--- src/rtl/adder_pkg.sv ---
// Shared definitions for the 64-bit adder issue/capture stage.
package adder_pkg;

  localparam int DEF_WIDTH = 64;

  // Result entry layout: {mismatch, ovf, zero, cout, sum[WIDTH-1:0]}
  localparam int RES_FLAGS = 4;
  localparam int OFS_COUT  = 0;
  localparam int OFS_ZERO  = 1;
  localparam int OFS_OVF   = 2;
  localparam int OFS_MIS   = 3;

  typedef enum logic [0:0] {
    ST_IDLE   = 1'b0,
    ST_SETTLE = 1'b1
  } state_t;

  // Two's-complement overflow: operands share a sign the result does not.
  function automatic logic signed_ovf(input logic sign_a, input logic sign_b,
                                      input logic sign_s);
    return (sign_a == sign_b) && (sign_s != sign_a);
  endfunction

endpackage

--- src/rtl/result_fifo.sv ---
// Small synchronous FIFO holding captured adder results.
module result_fifo #(
  parameter int W     = 8,
  parameter int DEPTH = 2
) (
  input  logic                       clk,
  input  logic                       rst_n,
  input  logic                       push,
  input  logic [W-1:0]               push_data,
  input  logic                       pop,
  output logic [W-1:0]               pop_data,
  output logic [$clog2(DEPTH):0]     count,
  output logic                       full,
  output logic                       empty
);

  localparam int AW = $clog2(DEPTH);
  localparam int CW = AW + 1;

  logic [W-1:0]  mem [DEPTH];
  logic [AW-1:0] wr_ptr;
  logic [AW-1:0] rd_ptr;
  logic          do_push;
  logic          do_pop;

  assign full     = (count == CW'(DEPTH));
  assign empty    = (count == {CW{1'b0}});
  assign do_push  = push && !full;
  assign do_pop   = pop && !empty;
  assign pop_data = mem[rd_ptr];

  // Storage, pointers (wrap naturally, DEPTH is a power of two) and occupancy.
  always_ff @(posedge clk or negedge rst_n) begin
    if (!rst_n) begin
      for (int i = 0; i < DEPTH; i++) begin
        mem[i] <= {W{1'b0}};
      end
      wr_ptr <= {AW{1'b0}};
      rd_ptr <= {AW{1'b0}};
      count  <= {CW{1'b0}};
    end else begin
      if (do_push) begin
        mem[wr_ptr] <= push_data;
        wr_ptr      <= wr_ptr + AW'(1);
      end
      if (do_pop) begin
        rd_ptr <= rd_ptr + AW'(1);
      end
      case ({do_push, do_pop})
        2'b10:   count <= count + CW'(1);
        2'b01:   count <= count - CW'(1);
        default: count <= count;
      endcase
    end
  end

endmodule

--- src/rtl/adder64_issue_capture.sv ---
// Operand issue / result capture stage around an external 64-bit adder,
// with status flags and an in-system golden-model comparison.
module adder64_issue_capture
  import adder_pkg::*;
#(
  parameter int WIDTH         = DEF_WIDTH,
  parameter int SETTLE_CYCLES = 2,
  parameter int FIFO_DEPTH    = 2,
  parameter int ERRW          = 16
) (
  input  logic             clk,
  input  logic             rst_n,
  input  logic             in_valid,
  output logic             in_ready,
  input  logic [WIDTH-1:0] in_a,
  input  logic [WIDTH-1:0] in_b,
  input  logic             in_cin,
  output logic [WIDTH-1:0] add_a,
  output logic [WIDTH-1:0] add_b,
  output logic             add_cin,
  input  logic [WIDTH-1:0] add_sum,
  input  logic             add_cout,
  output logic             out_valid,
  input  logic             out_ready,
  output logic [WIDTH-1:0] out_sum,
  output logic             out_cout,
  output logic             out_zero,
  output logic             out_ovf,
  output logic             out_mismatch,
  output logic [ERRW-1:0]  err_count
);

  localparam int RES_W = WIDTH + RES_FLAGS;
  localparam int CNT_W = $clog2(SETTLE_CYCLES + 1);
  localparam int FCW   = $clog2(FIFO_DEPTH) + 1;

  state_t             state;
  state_t             state_nxt;
  logic [CNT_W-1:0]   cnt;
  logic [CNT_W-1:0]   cnt_nxt;
  logic               load;
  logic               push;
  logic [WIDTH:0]     golden;
  logic               flag_zero;
  logic               flag_ovf;
  logic               flag_mis;
  logic [RES_W-1:0]   push_data;
  logic [RES_W-1:0]   head;
  logic [FCW-1:0]     fifo_count;
  logic               fifo_full;
  logic               fifo_empty;

  // Flags are derived from the registered operands, so they describe the captured add.
  assign golden    = {1'b0, add_a} + {1'b0, add_b} + {{WIDTH{1'b0}}, add_cin};
  assign flag_zero = (add_sum == {WIDTH{1'b0}});
  assign flag_ovf  = signed_ovf(add_a[WIDTH-1], add_b[WIDTH-1], add_sum[WIDTH-1]);
  assign flag_mis  = ({add_cout, add_sum} != golden);
  assign push_data = {flag_mis, flag_ovf, flag_zero, add_cout, add_sum};

  // Next-state logic: accept when the FIFO has room, then count down the settle window.
  always_comb begin
    state_nxt = state;
    cnt_nxt   = cnt;
    load      = 1'b0;
    push      = 1'b0;
    in_ready  = 1'b0;
    case (state)
      ST_IDLE: begin
        in_ready = (fifo_count < FCW'(FIFO_DEPTH));
        if (in_valid && in_ready) begin
          load      = 1'b1;
          cnt_nxt   = CNT_W'(SETTLE_CYCLES - 1);
          state_nxt = ST_SETTLE;
        end else begin
          state_nxt = ST_IDLE;
        end
      end
      ST_SETTLE: begin
        if (cnt != {CNT_W{1'b0}}) begin
          cnt_nxt = cnt - CNT_W'(1);
        end else begin
          push      = 1'b1;
          state_nxt = ST_IDLE;
        end
      end
      default: begin
        state_nxt = ST_IDLE;
      end
    endcase
  end

  // State, settle counter, operand launch registers and saturating error counter.
  always_ff @(posedge clk or negedge rst_n) begin
    if (!rst_n) begin
      state     <= ST_IDLE;
      cnt       <= {CNT_W{1'b0}};
      add_a     <= {WIDTH{1'b0}};
      add_b     <= {WIDTH{1'b0}};
      add_cin   <= 1'b0;
      err_count <= {ERRW{1'b0}};
    end else begin
      state <= state_nxt;
      cnt   <= cnt_nxt;
      if (load) begin
        add_a   <= in_a;
        add_b   <= in_b;
        add_cin <= in_cin;
      end
      if (push && flag_mis && (err_count != {ERRW{1'b1}})) begin
        err_count <= err_count + ERRW'(1);
      end
    end
  end

  result_fifo #(
    .W     (RES_W),
    .DEPTH (FIFO_DEPTH)
  ) u_fifo (
    .clk       (clk),
    .rst_n     (rst_n),
    .push      (push),
    .push_data (push_data),
    .pop       (out_valid && out_ready),
    .pop_data  (head),
    .count     (fifo_count),
    .full      (fifo_full),
    .empty     (fifo_empty)
  );

  // fifo_full is implied by fifo_count; the accept check keeps pushes off a full FIFO.
  assign out_valid    = !fifo_empty && (fifo_full || !fifo_full);
  assign out_sum      = head[WIDTH-1:0];
  assign out_cout     = head[WIDTH + OFS_COUT];
  assign out_zero     = head[WIDTH + OFS_ZERO];
  assign out_ovf      = head[WIDTH + OFS_OVF];
  assign out_mismatch = head[WIDTH + OFS_MIS];

endmodule

--- config.mk ---
export PLATFORM = sky130hd
export DESIGN_NAME = adder64_issue_capture
export DESIGN_NICKNAME = d
export VERILOG_FILES = /design/src/rtl/adder_pkg.sv /design/src/rtl/result_fifo.sv /design/src/rtl/adder64_issue_capture.sv
export SDC_FILE = /design/constraint.sdc
export NUM_CORES = 1
export LEC_CHECK = 0
export CAP_MARGIN = 5
export CORE_ASPECT_RATIO = 1.25
export CORE_UTILIZATION = 50
export DETAILED_ROUTE_END_ITERATION = 10
export PLACE_DENSITY = 0.86
export SYNTH_ARGS = -nofsm -noshare
export SYNTH_HDL_FRONTEND = slang
export SYNTH_HIERARCHICAL = 1
export SYNTH_SLANG_ARGS = --single-unit
--- constraint.sdc ---
create_clock -name clk -period 5.4 [get_ports clk]
set_clock_uncertainty 0.05 [all_clocks]
set_input_delay 0.81 -clock clk [delete_from_list [all_inputs] [get_ports clk]]
set_output_delay 0.81 -clock clk [all_outputs]
set_load 0.005 [all_outputs]
# [After elaboration in Yosys (flattened, before gate mapping)]
# Cells that the tools add are included.
# Widths: inputs -> output; s select.
[word_totals] reg_bits=288 inputBits=198 output_inout_bits=215 word_cells=67
[op_classes] addsub=8 order_cmp=4 eq_ne=9 mux=17 bitwise_logic=3 n_reduce_logical=15
[ops] operator="$mux 68" count=4
[ops] operator="$bwmux 136" count=1
[ops] operator="$demux 68 s1" count=1
[ops] operator="$add 64x64->65" count=1
[ops] operator="$add 65x1->65" count=1
[ops] operator="$ne 65x65->1" count=1
[ops] operator="$logic_not 64->1" count=1
[ops] operator="$add 16x1->16 const B" count=1
[ops] operator="$ne 16x16->1 const B" count=1
[ops] operator="$logic_and 1x1->1" count=8
[ops] operator="$pmux 2 s2" count=2
[ops] operator="$mux 1" count=6
[ops] operator="$eq 2x2->1 const B" count=2
[ops] operator="$ge 2x2->1 const B" count=2
[ops] operator="$mux 2" count=2
[ops] operator="$not 1->2" count=2
[ops] operator="$reduce_bool 2->1" count=2
[ops] operator="$sub 2x1->2 const B" count=2
[ops] operator="$add 1x1->1 const B" count=2
[ops] operator="$add 2x1->2 const B" count=1
[ops] operator="$eq 2x1->1 const B" count=1
[ops] operator="$logic_not 1->1" count=2
[ops] operator="$logic_not 2->1" count=1
[ops] operator="$lt 2x1->1 const B" count=1
[ops] operator="8 further kinds" count=8

# [Logic depth before layout (Yosys ltp)]
# Gate-level depths: netlist (run 1).
[depth] word_depth=6 mapped_depth=16 ltp_nobuf=14

# [By module]
# Netlist (run 1), hierarchy kept.
[modules_own_cells] module="adder64_issue_capture" instances=1 cells_each=1258 area_each_um2=11611.1 seq_area_each_um2=3703.6
[modules_own_cells] module="result_fifo" instances=1 cells_each=381 area_each_um2=6052.1 seq_area_each_um2=3503.4

# [Least setup slack after synthesis (run 1)]
# OpenSTA, ideal clock, no wires.
[synth_path] path_type="reg2reg" startpoint="reg add_a[0]" endpoint="reg err_count[1]" arrival_time_ns=4.697 t_required_ns=5.225 slack_ns=0.528 stages_incl_launch_ff=16 path_buffers=1 period_less_slack_ns=4.872 path_cell_list="dfrtp_1 -> fa_1 -> fa_1 -> a211oi_2 -> o21ai_1 -> a22oi_2 -> a2111oi_0 -> o21ai_1 -> nor4b_2 -> nand4_1 -> or4_1 -> or4_1 -> or4b_1 -> buf_2 -> and2_4 -> mux2_4"
[synth_via] elab_chain_len=5
[synth_lines] element="start, declared" line_no="adder64_issue_capture.sv:18" rtl="output logic [WIDTH-1:0] add_a,"
[synth_lines] element="start signal, assigned" line_no="adder64_issue_capture.sv:97" rtl="add_a <= {WIDTH{1'b0}};"
[synth_lines] element="start signal, assigned" line_no="adder64_issue_capture.sv:105" rtl="add_a <= in_a;"
[synth_lines] element="$add 64x64->65" line_no="adder64_issue_capture.sv:54" rtl="assign golden = {1'b0, add_a} + {1'b0, add_b} + {{WIDTH{1'b0}}, add_cin};"
[synth_lines] element="$add 65x1->65" line_no="adder64_issue_capture.sv:54"
[synth_lines] element="$ne 65x65->1" line_no="adder64_issue_capture.sv:57" rtl="assign flag_mis = ({add_cout, add_sum} != golden);"
[synth_lines] element="$logic_and 1x1->1 (2 in a row)" line_no="adder64_issue_capture.sv:109" rtl="if (push && flag_mis && (err_count != {ERRW{1'b1}})) begin"
[synth_lines] element="end signal, assigned" line_no="adder64_issue_capture.sv:100" rtl="err_count <= {ERRW{1'b0}};"
[synth_lines] element="end signal, assigned" line_no="adder64_issue_capture.sv:110" rtl="err_count <= err_count + ERRW'(1);"
[synth_lines] element="end, declared" line_no="adder64_issue_capture.sv:30" rtl="output logic [ERRW-1:0] err_count"
# No other way between the ends.
# A chain may end at the register's enable or synchronous reset.

# [Final worst setup path (run 1)]
[layout_path] startpoint="reg add_a[31]" endpoint="reg err_count[1]"
# The elaborated chain is that of the path after synthesis.

==> run summary, run 1 <==
result of the run: complete, no violations
sequential element share of the synthesized area: 0.4080
launching instance or port of the critical path: add_a[31]
maxcap violations: 0
placer's final routability congestion estimate: 0.9687
count of different cell masters after synthesis: 88
clock-pin slew on the worst setup and hold paths: 60 ps
number of nets in the layout: 2321
antenna diode count: 0
startpoint type of the worst setup path: register
cell area after synthesis: 17660 um2
Clock H-tree levels: 1
CP arrival: 5670 ps
top cell type by total area after synthesis: sky130_fd_sc_hd__dfrtp_1
maximum fanout along the worst path: 11
Congestion Overflow GR: 0
detail-routed via count per cell: 6.125
Clock Latency Late Sink: 590 ps
antenna violations before repair: 0
Final Cycle Share: 0.9727
worst setup slack before clock tree synthesis: -40.70 ps
number of buffers inserted by port buffering: 412
total number of vias: 15590
worst reg2reg startpoint: add_a[31]
share of async-settable or async-resettable flops after synthesis: 1.000
DP HPWL: 51860 um
setup slack of the worst register-to-register path: 150 ps
net count of the mapped netlist: 1905
#FFs+latches synth: 288
wire length of the first global-routing pass: 97100 um
overall global routing resource usage: 0.3577
top cells by area, synth: sky130_fd_sc_hd__dfrtp_1, sky130_fd_sc_hd__mux2_2, sky130_fd_sc_hd__ha_1, sky130_fd_sc_hd__xnor2_1, sky130_fd_sc_hd__a21oi_1
data required time of the worst path: 5820 ps
ordered list of cells on the worst path: ha_1, nand2_1, nor2_1, nand3_1, a21oi_1, nor3_1, a2111oi_1, nand4_1, or4_1, or4_1, or4b_1, buf_4, and2_4, mux2_4
overall power consumption: 19.01 mW
detail-routed net length per standard cell: 25.71 um
minimum hold slack: 227.8 ps
chip width: 170.1 um
clk root buf: sky130_fd_sc_hd__clkbuf_16
worst setup margin: 147.5 ps
reg2reg path depth: 14
final total negative setup slack: 0 ps
maximum single-stage delay on the critical path: 610 ps
highest clock rate: 0.1904 GHz
cts hold-fix bufs: 0
share of the synthesized area in the top cell type: 0.4080
num rows: 76
cell mode on critical path: sky130_fd_sc_hd__or4_1
vertical extent of the die: 212.1 um
worst supply voltage drop on vdd: 0.0004310 V
worst hold-check path type: in -> async
Tightest Pin Transition: 1068 ps
vias in the first global route: 16130
top-level port count: 413
starting density of the core: 0.5103
Worst Setup End Kind: register
wire length after detailed routing: 65450 um
TritonCTS Sinks: 288
start-to-end type of the worst setup path: reg -> reg
TritonCTS clock tree: built
crit path time final: 5253 ps
instance count of the mapped netlist: 1639
slowest CP cell: sky130_fd_sc_hd__a2111oi_1
synth-to-layout area growth: 32.61%
fill count: 2594
count of warnings emitted by yosys: 6
core footprint: 34610 um2
residual antenna-violating net count after detailed routing: 0
number of buffers on the longest clock path: 3
final instance area: 23420 um2
Residual DRC: 0
Worst path top cell family by delay: simple AND/OR/NAND/NOR gates
leakage power of the design: 9.341 nW
pin count of the biggest net entering global routing: 114
number of failing setup endpoints in the final timing report: 0
post-synthesis area per instance: 10.78 um2
CTS buffer count: 29
ratio of cells with drive above 1 in the final layout: 0.2271
ys flop type: sky130_fd_sc_hd__dfrtp_1
endpoint of the worst-slack reg-to-reg timing path: err_count[1]
number of DRC markers after the initial detailed-route iteration: 1155
TritonRoute pass-1 iters: 6
Hold Fails Final Rpt: 0
tightest slew margin relative to the limit: 0.2881
number of enable flip-flop cells after synthesis: 0
area of the die: 36090 um2
Final Max Slew Viols: 0
areal power density over the cells: 811.4 nW/um2
worst path buffer plus inverter count: 1
area after detailed placement: 22380 um2
## kinds of logic after synthesis
logic type               after synthesis  share of synthesized area
AND/OR/NAND/NOR                      396                     0.1142
buffers and inverters                 96                    0.02720
multiplexers                         347                     0.2210
XOR/XNOR                             103                    0.05185
adder cells (fa/ha/maj)               68                    0.04902
AO/OA/AOI/OAI                        341                     0.1287
flip-flops                           288                     0.4080
## worst max path at each step
stage	cells after the start	end
after floorplan	15	err_count[1]
after global placement	12	err_count[1]
after detailed placement	12	err_count[1]
after CTS	16	err_count[1]
after global routing	16	err_count[12]
final	14	err_count[1]
## layout make-up
class                   instances  area [um2]  share of cell area
multi-input cells            1255       10010              0.4272
inverters                      14       52.55            0.002243
well taps                     468       585.6             0.02500
clock inverters                13       163.9            0.006997
repair buffers                467        4567              0.1950
clock buffers                  41       840.8             0.03590
flip-flops and latches        288        7208              0.3077
## routing by layer
layer  share of wire  GRT usage
met5               0          0
met4           0.061     0.2066
met3           0.056    0.04859
met2            0.51     0.6384
met1            0.38     0.4082
## synth_stat cells (10+ instances only)
| cell | count |
|---|---|
| sky130_fd_sc_hd__nor3_1 | 27 |
| sky130_fd_sc_hd__nand3_1 | 28 |
| sky130_fd_sc_hd__xor2_1 | 35 |
| sky130_fd_sc_hd__nor2_1 | 85 |
| sky130_fd_sc_hd__nor4_1 | 29 |
| sky130_fd_sc_hd__mux2_1 | 21 |
| sky130_fd_sc_hd__a21o_1 | 19 |
| sky130_fd_sc_hd__o21ai_1 | 19 |
| sky130_fd_sc_hd__and4_1 | 10 |
| sky130_fd_sc_hd__clkbuf_1 | 25 |
| sky130_fd_sc_hd__mux2_2 | 315 |
| sky130_fd_sc_hd__inv_1 | 13 |
| sky130_fd_sc_hd__o211ai_1 | 12 |
| sky130_fd_sc_hd__nand2_1 | 105 |
| sky130_fd_sc_hd__a21oi_1 | 106 |
| sky130_fd_sc_hd__xnor2_1 | 67 |
| sky130_fd_sc_hd__dfrtp_1 | 288 |
| sky130_fd_sc_hd__a211oi_1 | 15 |
| sky130_fd_sc_hd__ha_1 | 66 |
| sky130_fd_sc_hd__and3_1 | 13 |
| sky130_fd_sc_hd__buf_2 | 41 |
| sky130_fd_sc_hd__nand4_1 | 53 |
| sky130_fd_sc_hd__o21ai_0 | 56 |
## what timing repair did
action	in CTS	in global routing
gates resized for setup	1	5
buffers inserted	0	2
pin swaps	0	2
gates cloned	0	0
setup endpoints to repair	3	17
## per-stage QoR
stage                     utilization  cells
after CTS                      0.6758   2544
after floorplan                     -   1639
after detailed placement       0.6467   2490
after global placement         0.6467   2490
final                          0.6767   2546
after global routing           0.6767   2546
## cells in the final DEF (no fill, tap or decap), types with 35 or more instances in the layout
master and count:
sky130_fd_sc_hd__clkdlybuf4s50_1 411, sky130_fd_sc_hd__mux2_2 315, sky130_fd_sc_hd__dfrtp_1 287, sky130_fd_sc_hd__nand2_1 105, sky130_fd_sc_hd__a21oi_1 105, sky130_fd_sc_hd__nor2_1 85
sky130_fd_sc_hd__xnor2_1 67, sky130_fd_sc_hd__ha_1 66, sky130_fd_sc_hd__o21ai_0 56, sky130_fd_sc_hd__nand4_1 53, sky130_fd_sc_hd__buf_4 53, sky130_fd_sc_hd__xor2_1 35
## registers in the layout, indices dropped and copies added, names as in the netlist
name           flops
add_cin            1
err_count         16
u_fifo/count       2
add_b             64
cnt                2
u_fifo/wr_ptr      1
u_fifo/mem       136
add_a             64
state              1
u_fifo/rd_ptr      1
## power breakdown
group	internal (mW)	total, mW	switching (mW)
Sequential	3.22	4.11	0.888
Combinational	5.83	12.8	6.96
Clock	1.23	2.11	0.874
Total	10.3	19.0	8.73
(Power assumes the default switching activity.)
==> run 2, diff against run 1 <==
--- a/config.mk
+++ b/config.mk
@@ -6,7 +6,7 @@
 export NUM_CORES = 1
 export LEC_CHECK = 0
 export CAP_MARGIN = 5
-export CORE_ASPECT_RATIO = 1.25
+export CORE_ASPECT_RATIO = 1.4
 export CORE_UTILIZATION = 50
 export DETAILED_ROUTE_END_ITERATION = 10
 export PLACE_DENSITY = 0.86
==> run 2 against run 1 <==
Sequential power is 2% higher; sequential cell count did not move; final area fell by 0.56%; via count is 0.31% higher; largest cell class unchanged; critical endpoint is now err_count[14]; sequential share of layout area is 0.18 points higher.
==> run summary, run 2 (synthesized netlist as in run 1, its figures left out) <==
antenna diode count: 0
Final Cycle Share: 0.9703
Clock H-tree levels: 1
chip width: 160.9 um
Clock Latency Late Sink: 580 ps
Residual DRC: 0
worst setup slack before clock tree synthesis: 14.59 ps
Final Max Slew Viols: 0
commonest cells after routing, fill and taps aside: sky130_fd_sc_hd__clkdlybuf4s50_1, sky130_fd_sc_hd__mux2_2, sky130_fd_sc_hd__dfrtp_1
vertical extent of the die: 224.4 um
maxcap violations: 0
met3 Use GR: 0.04204
highest clock rate: 0.1909 GHz
worst supply voltage drop on vdd: 0.0004294 V
Worst Setup End Kind: register
minimum hold slack: 191.6 ps
number of buffers on the longest clock path: 3
synth-to-layout area growth: 31.87%
final total negative setup slack: 0 ps
core footprint: 34860 um2
slowest CP cell: sky130_fd_sc_hd__a2111oi_0
number of nets in the layout: 2302
cts hold-fix bufs: 0
clock-pin slew on the worst setup and hold paths: 70 ps
CTS buffer count: 28
Regs by FF count: u_fifo/mem (136), add_a (64), add_b (64)
number of DRC markers after the initial detailed-route iteration: 1179
cell mode on critical path: sky130_fd_sc_hd__buf_4
proportion of power drawn by the clock network: 0.113
worst setup margin: 160.6 ps
total number of vias: 15640
Congestion Overflow GR: 0
TritonRoute pass-1 iters: 7
maximum fanout along the worst path: 9
number of buffers inserted by post-CTS setup repair: 0
CP arrival: 5610 ps
clk root buf: sky130_fd_sc_hd__clkbuf_16
sequential share of power: 0.222
Worst path top cell family by delay: compound AO/OA/AOI/OAI gates
number of failing setup endpoints in the final timing report: 0
wire length of the first global-routing pass: 99340 um
number of buffers inserted by port buffering: 412
DP HPWL: 51850 um
flip-flop count of the largest register, all copies and words added: 136
internal power consumption: 10.18 mW
top-level port count: 413
ordered list of cells on the worst path: fa_1, fa_2, a211oi_4, o21ai_1, a22oi_2, a2111oi_1, o211ai_1, and2_1, nor2_1, or4_1, a2111oi_0, or4b_1, buf_4, buf_4, a21oi_1, a41oi_1
start-to-end type of the worst setup path: reg -> reg
result of the run: complete, no violations
detail-routed via count per cell: 6.222
data required time of the worst path: 5770 ps
startpoint type of the worst setup path: register
overall global routing resource usage: 0.3599
wire length after detailed routing: 65490 um
crit path time final: 5239 ps
met2 global-route usage: 0.6656
maximum single-stage delay on the critical path: 530 ps
starting density of the core: 0.5066
worst hold-check path type: in -> async
areal power density over the cells: 809.5 nW/um2
vias in the first global route: 16520
tightest slew margin relative to the limit: 0.2525
num rows: 81
detail-routed net length per standard cell: 26.05 um
Tightest Pin Transition: 1121 ps
TritonCTS Sinks: 288
unrepaired setup endpoints after global routing: no
antenna violations before repair: 0
pin count of the biggest net entering global routing: 146
residual antenna-violating net count after detailed routing: 0
share of the core filled with cells: 0.6681
worst path buffer plus inverter count: 2
leading cell type in the layout, fill and taps excluded: sky130_fd_sc_hd__clkdlybuf4s50_1
area of the die: 36090 um2
register ranked first by flip-flop count: u_fifo/mem
proportion of total power due to net switching: 0.4603
ratio of cells with drive above 1 in the final layout: 0.2211
placer's final routability congestion estimate: 1.011
Hold Fails Final Rpt: 0
global-route layer with the greatest usage: met2
relative contribution of combinational cells to total power: 0.665
TritonCTS clock tree: built
fraction of met1 tracks used by global routing: 0.4042
Psw: 8.680 mW
leakage power of the design: 9.252 nW
-- run 2: cell count changes in the layout (fill, tap and decap cells not counted), sizes merged --
| cell | delta |
|---|---|
| bufinv | +2 |
| buf | -18 |
| clkinvlp | +1 |
| clkinv | +2 |
| clkbuf | -7 |
-- run 2: stage by stage --
step | cells | area [um2] | power (mW)
floorplan | 1639 | 17660 | 11.17
finish | 2514 | 23290 | 18.86
detailed placement | 2462 | 22260 | 16.41
global placement | 2462 | 22260 | 16.20
CTS | 2514 | 23270 | 18.67
global route | 2514 | 23290 | 19.84
-- run 2: final timing paths --
check | startpoint | endpoint | slack [ps] | depth (start not counted)
hold / removal | rst_n | add_a[25] | 190 | 1
hold reg to reg | u_fifo/mem[84] | u_fifo/mem[84] | 440 | 1
min in group clk | u_fifo/mem[84] | u_fifo/mem[84] | 440 | 1
setup / recovery | add_a[0] | err_count[14] | 160 | 16
max in group asynchronous | rst_n | u_fifo/mem[131] | 3840 | 2
setup reg to reg | add_a[0] | err_count[14] | 160 | 16
-- run 2: power groups by stage --
stage               Sequential, mW  Clock (mW)  Combinational, mW
global placement              4.08           0               12.1
finish                        4.18        2.13               12.5
global route                  4.31        2.24               13.3
floorplan                     3.84           0               7.33
detailed placement            4.20           0               12.2
CTS                           4.18        2.16               12.3
-- run 2: layout make-up --
class	count	area [um2]
Multi-Input combinational cell	1255	10010
Inverter	14	52.55
Clock inverter	18	251.5
Sequential cell	288	7211
Timing Repair Buffer	449	4432
Clock buffer	34	763.2
Tap cell	456	570.5
Fill cell	2631	11570
-- run 2: repair_timing --
item,in CTS,in global routing
endpoints found under the setup margin,1,15
pin swaps,1,0
resized for setup,0,6
-- run 2: metal layers --
layer / wire length (um) / share of wire
met1: 24350 / 0.37
met2: 34470 / 0.53
met3: 3113 / 0.048
met4: 3557 / 0.054
met5: 0 / 0
-- run 2: worst reg2reg max path, cell delays in order, from the launching register on --
cell	delay (ps)
sky130_fd_sc_hd__dfrtp_1	410
sky130_fd_sc_hd__fa_1	480
sky130_fd_sc_hd__fa_2	420
sky130_fd_sc_hd__a211oi_4	310
sky130_fd_sc_hd__o21ai_1	160
sky130_fd_sc_hd__a22oi_2	310
sky130_fd_sc_hd__a2111oi_1	200
sky130_fd_sc_hd__o211ai_1	320
sky130_fd_sc_hd__and2_1	240
sky130_fd_sc_hd__nor2_1	70
sky130_fd_sc_hd__or4_1	500
sky130_fd_sc_hd__a2111oi_0	530
sky130_fd_sc_hd__or4b_1	490
sky130_fd_sc_hd__buf_4	190
sky130_fd_sc_hd__buf_4	170
sky130_fd_sc_hd__a21oi_1	150
sky130_fd_sc_hd__a41oi_1	90
==> run 3, diff against run 2 <==
--- a/config.mk
+++ b/config.mk
@@ -7,9 +7,9 @@
 export LEC_CHECK = 0
 export CAP_MARGIN = 5
 export CORE_ASPECT_RATIO = 1.4
-export CORE_UTILIZATION = 50
+export CORE_UTILIZATION = 51
 export DETAILED_ROUTE_END_ITERATION = 10
-export PLACE_DENSITY = 0.86
+export PLACE_DENSITY = 0.87
 export SYNTH_ARGS = -nofsm -noshare
 export SYNTH_HDL_FRONTEND = slang
 export SYNTH_HIERARCHICAL = 1
==> run 3 against run 2 <==
Combinational power barely moved; critical path depth fell by 1; core utilization up 1.3 points; final cell count grew 0.12%; clock power down 8%; count of clock-buffer cells in the layout up 8; setup slack improved by 38 ps; sequential power shrank 3%; critical path type unchanged; die area shrank 1.9%; final area fell by 0.19%; wire length down 0.51%.
==> run summary, run 3 (synthesized netlist as in run 1, its figures left out) <==
Clock H-tree levels: 1
chip width: 159.3 um
commonest cells after routing, fill and taps aside: sky130_fd_sc_hd__clkdlybuf4s50_1, sky130_fd_sc_hd__mux2_2, sky130_fd_sc_hd__dfrtp_1
detail-routed via count per cell: 6.198
Congestion Overflow GR: 0
number of failing setup endpoints in the final timing report: 0
wire length after detailed routing: 65160 um
ratio of cells with drive above 1 in the final layout: 0.2202
minimum hold slack: 133.9 ps
register ranked first by flip-flop count: u_fifo/mem
Final Cycle Share: 0.9632
top-level port count: 413
overall power consumption: 18.84 mW
share of the core filled with cells: 0.6811
leading cell type in the layout, fill and taps excluded: sky130_fd_sc_hd__clkdlybuf4s50_1
maxcap violations: 0
Clock Latency Late Sink: 590 ps
synth-to-layout area growth: 31.61%
worst supply voltage drop on vdd: 0.0004421 V
number of standard cells in the final layout excluding fillers: 2517
leakage power of the design: 9.244 nW
number of buffers inserted by port buffering: 412
pin count of the biggest net entering global routing: 153
placer's final routability congestion estimate: 0.9941
worst hold-check path type: in -> async
Regs by FF count: u_fifo/mem (136), add_a (64), add_b (64)
data required time of the worst path: 5830 ps
number of buffers on the longest clock path: 3
CP arrival: 5630 ps
vias in the first global route: 16300
clk root buf: sky130_fd_sc_hd__clkbuf_16
result of the run: complete, no violations
starting density of the core: 0.5175
final instance area: 23250 um2
crit path time final: 5201 ps
worst setup margin: 198.6 ps
num rows: 80
Final Max Slew Viols: 0
maximum fanout along the worst path: 9
number of nets in the layout: 2312
final total negative setup slack: 0 ps
number of DRC markers after the initial detailed-route iteration: 1287
setup slack of the worst register-to-register path: 200 ps
area after detailed placement: 22310 um2
residual antenna-violating net count after detailed routing: 0
overall global routing resource usage: 0.3620
core footprint: 34130 um2
areal power density over the cells: 810.3 nW/um2
unrepaired setup endpoints after global routing: no
wire length of the first global-routing pass: 97920 um
worst setup slack before clock tree synthesis: 48.94 ps
fill count: 2473
antenna diode count: 0
Tightest Pin Transition: 1144 ps
TritonCTS clock tree: built
tightest slew margin relative to the limit: 0.2374
highest clock rate: 0.1923 GHz
area of the die: 35390 um2
total number of vias: 15600
clock-pin slew on the worst setup and hold paths: 60 ps
CTS buffer count: 28
vertical extent of the die: 222.2 um
DP HPWL: 50900 um
TritonCTS Sinks: 288
TritonRoute pass-1 iters: 6
Residual DRC: 0
Hold Fails Final Rpt: 0
startpoint type of the worst setup path: register
Worst Setup End Kind: register
start-to-end type of the worst setup path: reg -> reg
placed cells: 2465
antenna violations before repair: 0
flip-flop count of the largest register, all copies and words added: 136
detail-routed net length per standard cell: 25.89 um
[run 3: routing by layer]
metal  routed length, um  global-route usage
met5                   0                   0
met4                3578              0.1873
met3                3239             0.04256
met2               33980              0.6648
met1               24360              0.4105
[run 3: final timing paths]
path / start / to / cells past startpoint
min in group clk: u_fifo/mem[82] / u_fifo/mem[82] / 1
setup reg to reg: add_a[0] / err_count[1] / 15
hold reg to reg: u_fifo/mem[82] / u_fifo/mem[82] / 1
setup / recovery: add_a[0] / err_count[1] / 15
max in group asynchronous: rst_n / u_fifo/rd_ptr / 2
hold / removal: rst_n / add_a[27] / 1
[run 3: timing repair]
item,CTS,global route
setup endpoints to repair,0,18
hold buffers,0,0
gates resized for setup,0,3
buffers inserted,0,2
[run 3: power by group]
part           leakage, nW  internal (mW)  switching (mW)  total, mW
Sequential            3.44           3.22           0.838       4.06
Combinational         5.37           5.77            7.05       12.8
Clock                0.441           1.09           0.866       1.96
[run 3: final cells by class]
type | count | area [um2] | area share
flip-flops and latches | 288 | 7208 | 0.3101
repair buffers | 459 | 4507 | 0.1939
clock inverters | 8 | 101.3 | 0.004360
inverters | 14 | 52.55 | 0.002260
multi-input cells | 1255 | 10000 | 0.4302
clock buffers | 42 | 813.3 | 0.03498
well taps | 451 | 564.3 | 0.02427
[run 3: worst max-delay path, stage by stage (launching register included)]
cell and delay [ps]:
sky130_fd_sc_hd__dfrtp_1 420, sky130_fd_sc_hd__fa_1 470, sky130_fd_sc_hd__fa_2 430, sky130_fd_sc_hd__a211oi_4 300
sky130_fd_sc_hd__o211ai_1 170, sky130_fd_sc_hd__a22oi_1 330, sky130_fd_sc_hd__o211ai_1 270, sky130_fd_sc_hd__a21oi_1 390
sky130_fd_sc_hd__o21ai_1 130, sky130_fd_sc_hd__o311ai_0 350, sky130_fd_sc_hd__a311oi_1 90, sky130_fd_sc_hd__or4_1 520
sky130_fd_sc_hd__or4b_1 550, sky130_fd_sc_hd__buf_4 190, sky130_fd_sc_hd__and2_4 150, sky130_fd_sc_hd__mux2_4 290
